File: src/rtl/shared_reg_arbiter_pkg.sv
// Shared definitions for the shared-register arbiter: FSM encoding,
// requester count and the one-hot helper used for grant vectors.
package shared_reg_arbiter_pkg;

  // Number of requesters contending for the shared register.
  localparam int NREQ = 4;

  // Two-state arbitration FSM.
  typedef enum logic [0:0] {
    IDLE  = 1'b0,
    GRANT = 1'b1
  } state_t;

  // Convert a requester index into a one-hot requester vector.
  function automatic logic [NREQ-1:0] onehot4(input logic [1:0] idx);
    logic [NREQ-1:0] vec;
    vec = 4'b0001 << idx;
    return vec;
  endfunction

endpackage

File: src/rtl/shared_reg_arbiter_rr_pick4.sv
// Combinational round-robin picker for four requesters. The search starts
// at index 'start' and wraps; the first set request bit found wins.
module rr_pick4
  import shared_reg_arbiter_pkg::*;
(
  input  logic [NREQ-1:0] req,
  input  logic [1:0]      start,
  output logic            valid,
  output logic [1:0]      idx
);

  logic [NREQ-1:0] rot_s;
  logic [1:0]      off_s;

  // Rotate so that bit 0 of rot_s is the request at the search start.
  assign rot_s = 4'({req, req} >> start);

  // Priority-encode the rotated vector: lowest offset from start wins.
  always_comb begin
    off_s = 2'd0;
    casez (rot_s)
      4'b???1: off_s = 2'd0;
      4'b??10: off_s = 2'd1;
      4'b?100: off_s = 2'd2;
      4'b1000: off_s = 2'd3;
      default: off_s = 2'd0;
    endcase
  end

  assign valid = |req;
  assign idx   = start + off_s;

endmodule

File: src/rtl/shared_reg_arbiter.sv
// Four-way arbiter for a single shared register. One requester owns the
// register at a time; each cycle spent in GRANT writes the owner's data.
// An owner may hold the register with 'lock' for at most MAXBURST
// consecutive grants, after which ownership rotates round-robin.
module shared_reg_arbiter
  import shared_reg_arbiter_pkg::*;
#(
  parameter int WIDTH    = 32,
  parameter int MAXBURST = 8
) (
  input  logic                 clk,
  input  logic                 reset,
  input  logic [NREQ-1:0]      req,
  input  logic [NREQ-1:0]      lock,
  input  logic [NREQ*WIDTH-1:0] wdata,
  output logic [NREQ-1:0]      gnt,
  output logic [1:0]           owner,
  output logic [WIDTH-1:0]     reg_q,
  output logic                 busy
);

  // Burst counter must hold values 0..MAXBURST-1; keep at least one bit.
  localparam int BCW = (MAXBURST > 1) ? $clog2(MAXBURST) : 1;
  localparam logic [BCW-1:0] BCNT_LAST = BCW'(MAXBURST - 1);
  localparam logic [BCW-1:0] BCNT_ONE  = BCW'(1);

  state_t            state_r;
  logic [NREQ-1:0]   gnt_r;
  logic [1:0]        owner_r;
  logic [1:0]        ptr_r;
  logic [BCW-1:0]    bcnt_r;
  logic [WIDTH-1:0]  reg_q_r;
  logic              busy_r;

  logic [NREQ-1:0]   pick_req_s;
  logic [1:0]        pick_start_s;
  logic              pick_valid_s;
  logic [1:0]        pick_idx_s;
  logic              hold_s;
  logic [WIDTH-1:0]  slice_s;

  // Owner keeps the register while it still wants it, holds lock, and has
  // not yet used up its burst allowance.
  assign hold_s = lock[owner_r] & req[owner_r] & (bcnt_r < BCNT_LAST);

  // Feed the single picker: from ptr when idle; when rotating away from
  // the owner, mask its bit and start just after it so a re-request from
  // the outgoing owner waits behind everyone else.
  always_comb begin
    pick_req_s   = req;
    pick_start_s = ptr_r;
    if (state_r == GRANT) begin
      pick_req_s   = req & ~onehot4(owner_r);
      pick_start_s = owner_r + 2'd1;
    end else begin
      pick_req_s   = req;
      pick_start_s = ptr_r;
    end
  end

  rr_pick4 u_pick (
    .req   (pick_req_s),
    .start (pick_start_s),
    .valid (pick_valid_s),
    .idx   (pick_idx_s)
  );

  // Select the current owner's data lane.
  always_comb begin
    slice_s = {WIDTH{1'b0}};
    case (owner_r)
      2'd0:    slice_s = wdata[0*WIDTH +: WIDTH];
      2'd1:    slice_s = wdata[1*WIDTH +: WIDTH];
      2'd2:    slice_s = wdata[2*WIDTH +: WIDTH];
      2'd3:    slice_s = wdata[3*WIDTH +: WIDTH];
      default: slice_s = {WIDTH{1'b0}};
    endcase
  end

  // Arbitration FSM with registered grant, owner, busy and shared register.
  always_ff @(posedge clk or posedge reset) begin
    if (reset) begin
      state_r <= IDLE;
      gnt_r   <= 4'b0000;
      owner_r <= 2'd0;
      ptr_r   <= 2'd0;
      bcnt_r  <= {BCW{1'b0}};
      reg_q_r <= {WIDTH{1'b0}};
      busy_r  <= 1'b0;
    end else begin
      case (state_r)
        IDLE: begin
          if (pick_valid_s) begin
            state_r <= GRANT;
            gnt_r   <= onehot4(pick_idx_s);
            owner_r <= pick_idx_s;
            busy_r  <= 1'b1;
          end else begin
            gnt_r   <= 4'b0000;
            busy_r  <= 1'b0;
          end
        end
        GRANT: begin
          reg_q_r <= slice_s;
          if (hold_s) begin
            bcnt_r <= bcnt_r + BCNT_ONE;
          end else begin
            ptr_r  <= owner_r + 2'd1;
            bcnt_r <= {BCW{1'b0}};
            if (pick_valid_s) begin
              gnt_r   <= onehot4(pick_idx_s);
              owner_r <= pick_idx_s;
            end else begin
              state_r <= IDLE;
              gnt_r   <= 4'b0000;
              busy_r  <= 1'b0;
            end
          end
        end
        default: begin
          state_r <= IDLE;
          gnt_r   <= 4'b0000;
          busy_r  <= 1'b0;
        end
      endcase
    end
  end

  assign gnt   = gnt_r;
  assign owner = owner_r;
  assign reg_q = reg_q_r;
  assign busy  = busy_r;

endmodule

File: config.mk
export PLATFORM = sky130hd
export DESIGN_NAME = shared_reg_arbiter
export DESIGN_NICKNAME = d
export VERILOG_FILES = /design/src/rtl/shared_reg_arbiter_pkg.sv /design/src/rtl/shared_reg_arbiter_rr_pick4.sv /design/src/rtl/shared_reg_arbiter.sv
export SDC_FILE = /design/constraint.sdc
export NUM_CORES = 1
export LEC_CHECK = 0
export ABC_AREA = 1
export CORE_MARGIN = 10
export CORE_UTILIZATION = 40
export DETAILED_ROUTE_END_ITERATION = 8
export PLACE_DENSITY = 0.87
export SETUP_SLACK_MARGIN = 0.3
export SYNTH_ARGS = -nofsm -noshare
export SYNTH_HDL_FRONTEND = slang
export SYNTH_SLANG_ARGS = --single-unit
File: constraint.sdc
create_clock -name clk -period 5.9 [get_ports clk]
set_input_delay 1.18 -clock clk [delete_from_list [all_inputs] [get_ports clk]]
set_output_delay 1.18 -clock clk [all_outputs]
set_load 0.005 [all_outputs]
==> results of run 1 <==
-- layer usage --
metal  routed length (µm)  share of wire (%)  vias up  track usage, %
met5                    0                  0        -               0
met4                  262                2.3        0            4.64
met3                  750                6.6       23            5.58
met2                 5620                 50      153            34.5
met1                 4650                 41     1607            23.5
li1                     -                  -     1663               -
-- layout by cell type (no fill, tap or decap) --
cell type,count
a21boi_0,1
a21boi_1,2
a21oi_1,35
a22o_1,1
a31oi_1,32
buf_4,5
clkbuf_8,5
clkdlybuf4s50_1,176
clkinv_2,1
clkinvlp_4,1
dfrtp_1,45
ha_1,8
inv_1,10
inv_2,3
inv_6,1
nand2_1,160
nand2_2,4
nand2_4,1
nand3_1,20
nand3_2,1
nor2_1,5
nor4_1,1
o21a_1,2
o21ai_0,36
o21ai_1,3
o21ai_2,2
xnor2_1,1
-- how the worst max path moves through the flow --
stage	start	endpoint	slack [ns]	cells after the start
finish	req[2]	gnt[2]	2.96	14
global route	req[3]	owner[1]	2.87	13
CTS	req[2]	gnt[2]	3.03	14
detailed placement	req[2]	gnt[3]	2.71	14
global placement	req[0]	owner[1]	2.87	14
floorplan	req[0]	owner[1]	3.48	13
-- area by class of cell --
type / count / area [µm²]
clock buffers: 5 / 68.8
repair buffers: 181 / 1800
flip-flops and latches: 45 / 1130
inverters: 13 / 48.8
fillers: 580 / 2090
clock inverters: 3 / 21.3
well taps: 96 / 120
multi-input cells: 315 / 1520
-- per-stage QoR --
step                      hold slack (ns)  total power [W]  instances  setup WS (ns)
after detailed placement            0.464          0.00213        650           2.71
final                               0.482          0.00232        658           2.96
after CTS                           0.487          0.00234        658           3.03
after global placement              0.461          0.00207        650           2.87
after global routing                0.510          0.00254        658           2.87
after floorplan                     0.473          0.00150        398           3.48
-- logic make-up (layout without fill, tap and decap cells) --
family                     Yosys count  in the layout  synth area share [%]
and+or+nand+nor                    192            192                  27.7
AOI/OAI and AO/OA                  114            114                  22.7
DFF                                 45             45                  40.3
buffers and inverters               38            202                  5.38
adders and majority gates            8              8                  3.59
xor gates and xnor gates             1              1                 0.314
-- power breakdown --
| group | total [W] | switching [W] | internal [W] |
|---|---|---|---|
| Clock | 0.000191 | 0.000107 | 0.0000841 |
| Combinational | 0.00156 | 0.000869 | 0.000687 |
| Sequential | 0.000573 | 0.000101 | 0.000472 |
-- registers in the layout (all words and copies together), names as in the netlist --
signal,count
reg_q,32
gnt,4
bcnt_r,3
owner,2
ptr_r,2
busy,1
state_r,1
-- worst min-delay path, stage by stage, from the launching register on --
cell	delay, ns
dfrtp_1	0.35
nand2_1	0.05
nand2_1	0.05
==> impl_metrics.py, run 1 <==
metrics = {
    "run_status": {
        "status": "complete, no violations",
    },
    "synthesis": {
        "ys.flop_type": "dfrtp_1",
        "ys_seq_area_share_pct": 40.3,
        "synth.distinct_cells": 24,
        "synth_fp_nets": 544,
        "synth.most_common_cell": "nand2_1",
        "netlist_area_um2": 2790,
        "synth_largest_area_cell": "dfrtp_1",
        "yosys_warnings": 0,
        "avgSynthCellArea_um2": 7.01,
        "synth_commonest_cells": "nand2_1, dfrtp_1, o21ai_0",
        "yosysTopAreaCellShare_pct": 40.3,
        "synth-edff-count": 0,
        "synthCells": 398,
        "yosys-top-cells-area": "dfrtp_1, nand2_1, a31oi_1",
        "ys_ff_latch": 45,
        "async_reset_ff_share_pct": 100,
    },
    "clocking": {
        "clk_latency_ns": 0.29,
        "cts_tree": "built",
        "cts.repair.resized": 0,
        "clock-sinks": 45,
        "post_cts_buffers": 0,
        "clkTransAtPathRegs_ns": 0.09,
        "cts_buffers": 5,
        "htreeDepth": 2,
        "clk_root_buffer_cell": "clkbuf_8",
        "cts_hold_buf": 0,
        "cts_buffer_depth": 2,
    },
    "worst_hold_path": {
        "worstHoldStart": "reg_q[10]",
        "min_path_type": "flip-flop to flip-flop",
        "worstHoldPathCells": 2,
        "whs_endpoint": "reg_q[10]",
    },
    "layout": {
        "fin_nets": 707,
        "fin_util_pct": 69.2,
        "syn_to_final_growth_pct": 68.4,
        "final_area_um2": 4700,
        "drive_gt1_share_pct": 4.27,
        "diodes": 0,
    },
    "setup_path": {
        "critPathMaxStageDelay_ns": 0.48,
        "rr_endpoint": "gnt[2]",
        "cp_max_fo": 5,
        "slowest_stage": "clkdlybuf4s50_1",
        "crit_family": "simple AND/OR/NAND/NOR gates",
        "regToRegSetupSlack_ns": 3.32,
        "crit_path_cell_trace": "clkdlybuf4s50_1, inv_1, a21oi_1, nand2_1, nand3_1, nand2_1, a21oi_1, o21a_1, ha_1, inv_1, nand3_1, nand2_2, nand3_1, nand2_1",
        "arrival_ns": 3.13,
        "r2r_cells": 16,
        "path_buf_inv": 3,
        "startpoint_type": "input pin",
        "worstPathRequired_ns": 6.09,
        "r2r-start": "owner[0]",
        "cp-end-kind": "flip-flop",
        "path_class": "input pin to flip-flop",
    },
    "flow_run": {
        "cap_violations": 0,
    },
    "place": {
        "dpl_cell_area_um2": 4610,
        "dp_hpwl_mm": 8.55,
        "io_buffers": 176,
        "gp_congestion": 0.912,
    },
    "timing": {
        "clock.fmax_mhz": 340,
        "hold_viol": 0,
        "tns_ns": 0,
        "relSlewSlack_pct": 36.4,
        "worst_slew_pin_slew_ns": 0.954,
        "slew_viol_final": 0,
        "setup_viol": 0,
        "period_minus_slack_ns": 2.94,
        "rsz0062_at_grt": "no",
        "final.setup_skew_ns": 0.0113,
        "period_share_pct": 49.8,
    },
    "pwr": {
        "p_per_area_nw_per_um2": 494,
        "max-vdd-ir-drop_mv": 0.428,
        "leakage_nw": 1.98,
    },
    "global_routing": {
        "antenna_found_initial": 0,
        "grt_pass1_wl_mm": 17.8,
        "grt_pass1_vias": 3374,
        "grt_usage_pct": 19.8,
        "overflow": 0,
        "grt_max_degree": 69,
    },
    "die": {
        "die-area_um2": 10700,
        "io_pins": 177,
        "die_h_um": 104,
        "die_x_um": 104,
        "num_rows": 30,
        "core_um2": 6790,
        "start_util_pct": 41.1,
    },
    "route": {
        "vias": 3446,
        "antenna_left": 0,
        "drc": 0,
        "drt_first_iter_violations": 163,
        "drt-total-wl_mm": 11.3,
        "dr.pass1.iters": 4,
        "via_per_inst": 5.24,
        "wire_per_inst_um": 17.1,
    },
}
Note: power is estimated with default switching activity, not from simulation.
==> run 2: changes to the inputs <==
- CORE_UTILIZATION: 40 -> 37
- PLACE_DENSITY: 0.87 -> 0.81
- clock period: 5.9 -> 3.01 ns (I/O delays scaled with it)
==> run 2 against run 1 <==
Effect of this change: die area rose by 6.5%; first-iteration DRC count decreased by 11%; cell count rose by 0.61%; critical path type is now flip-flop to flip-flop; sequential share of layout area shrank 0.056 points; global-route usage fell by 0.40 points; register-to-register slack worse by 2.8 ns; largest cell class unchanged; wire length up 2.5%; setup slack got worse by 2.4 ns.
==> impl_metrics.py, run 2 (synthesized netlist as in run 1, its figures left out) <==
metrics = {
    "clocking": {
        "clkTransAtPathRegs_ns": 0.08,
        "clk_latency_ns": 0.28,
        "clk_root_buffer_cell": "clkbuf_8",
        "htreeDepth": 2,
        "cts_buffers": 5,
        "post_cts_buffers": 0,
        "clock-sinks": 45,
        "cts_tree": "built",
        "cts_buffer_depth": 2,
    },
    "pwr": {
        "p_per_area_nw_per_um2": 969,
        "max-vdd-ir-drop_mv": 0.909,
        "leakage_nw": 1.99,
    },
    "layout": {
        "fin_nets": 709,
        "syn_to_final_growth_pct": 68.9,
        "final_cell_mix": "clkdlybuf4s50_1, nand2_1, dfrtp_1",
        "final_common_cell": "clkdlybuf4s50_1",
        "largest_reg_flops": 32,
        "final_area_um2": 4720,
        "fin_util_pct": 64.7,
        "diodes": 0,
        "drive_gt1_share_pct": 4.44,
    },
    "setup_path": {
        "arrival_ns": 2.61,
        "cp_max_fo": 6,
        "startpoint_type": "flip-flop",
        "regToRegSetupSlack_ns": 0.55,
        "cp-end-kind": "flip-flop",
        "path_class": "flip-flop to flip-flop",
        "worstPathRequired_ns": 3.17,
        "crit_start": "owner[1]",
        "r2r_cells": 16,
        "r2r-start": "owner[1]",
        "rr_endpoint": "owner[1]",
    },
    "worst_hold_path": {
        "whs_endpoint": "reg_q[6]",
        "worstHoldStart": "reg_q[6]",
        "min_path_type": "flip-flop to flip-flop",
        "worstHoldPathCells": 2,
    },
    "die": {
        "die_h_um": 107,
        "io_pins": 177,
        "num_rows": 31,
        "die_x_um": 107,
        "start_util_pct": 38.3,
        "die-area_um2": 11400,
        "core_um2": 7290,
    },
    "timing": {
        "relSlewSlack_pct": 38.5,
        "rsz0062_at_grt": "no",
        "period_share_pct": 81.6,
        "clock.fmax_mhz": 407,
        "setup_viol": 0,
        "worst_slew_pin_slew_ns": 0.921,
        "final.setup_skew_ns": 0.00977,
        "tns_ns": 0,
        "hold_viol": 0,
        "period_minus_slack_ns": 2.46,
        "slew_viol_final": 0,
    },
    "global_routing": {
        "grt_pass1_vias": 3459,
        "overflow": 0,
        "grt_usage_pct": 19.4,
        "antenna_found_initial": 0,
        "grt_max_degree": 68,
        "grt_pass1_wl_mm": 18.3,
    },
    "place": {
        "dpl_cell_area_um2": 4630,
        "dp_hpwl_mm": 9.08,
        "gp_congestion": 0.895,
        "io_buffers": 176,
    },
    "run_status": {
        "status": "complete, no violations",
    },
    "route": {
        "wire_per_inst_um": 17.5,
        "drt-total-wl_mm": 11.6,
        "dr.pass1.iters": 5,
        "via_per_inst": 5.13,
        "wl_met1_mm": 4.60,
        "drt_first_iter_violations": 145,
        "met3_length_um": 844,
        "antenna_left": 0,
        "vias": 3393,
        "drc": 0,
        "route.met2.wl_mm": 5.99,
        "routed.top_layer": "met4",
    },
    "flow_run": {
        "cap_violations": 0,
    },
}
==> run 2: worst max-delay path by stage <==
stage,endpoint,slack (ns),depth (start not counted)
floorplan,owner[1],0.81,15
global placement,owner[1],0.55,14
detailed placement,owner[1],0.45,14
CTS,owner[1],0.45,16
global route,owner[1],0.32,16
finish,owner[1],0.55,16
==> run 2: timing repair <==
item                                    CTS  global route
endpoints found under the setup margin    0             5
gates resized for setup                   0             1
hold buffers                              0             0
==> run 2: cell type report <==
| cell class | instances | area, µm² |
|---|---|---|
| Tap cell | 99 | 124 |
| Multi-Input combinational cell | 315 | 1520 |
| Sequential cell | 45 | 1130 |
| Fill cell | 678 | 2580 |
| Timing Repair Buffer | 183 | 1810 |
| Clock buffer | 7 | 86.3 |
| Inverter | 13 | 48.8 |
==> run 2: worst max-delay path, cell delays in order, from the launching register on <==
cell	delay (ns)
dfrtp_1	0.46
inv_1	0.16
ha_1	0.30
inv_1	0.06
nand2_1	0.05
o21ai_2	0.14
inv_1	0.16
nand3_1	0.11
nand2_1	0.07
a21oi_1	0.14
o21a_1	0.14
ha_1	0.17
inv_1	0.05
nand3_1	0.09
nand2_2	0.09
nand2_1	0.06
o21ai_1	0.06
==> run 2: layer usage <==
metal	track usage, %	up-vias
li1	-	1666
met1	22.1	1599
met2	35.5	118
met3	5.57	10
met4	3.58	0
met5	0	-
==> run 2: per-stage QoR <==
step	hold WS (ns)	setup WS, ns	total power, W	instances
floorplan	0.473	0.814	0.00295	398
global route	0.505	0.321	0.00504	662
global placement	0.461	0.555	0.00409	655
CTS	0.486	0.448	0.00461	662
finish	0.481	0.554	0.00457	662
detailed placement	0.464	0.452	0.00422	655
==> run 2: power breakdown <==
group          internal (W)  switching [W]  leakage, nW  total, W
clock              0.000182       0.000187       0.0443  0.000369
sequential         0.000927       0.000203        0.546   0.00113
combinational       0.00136        0.00171         1.40   0.00307
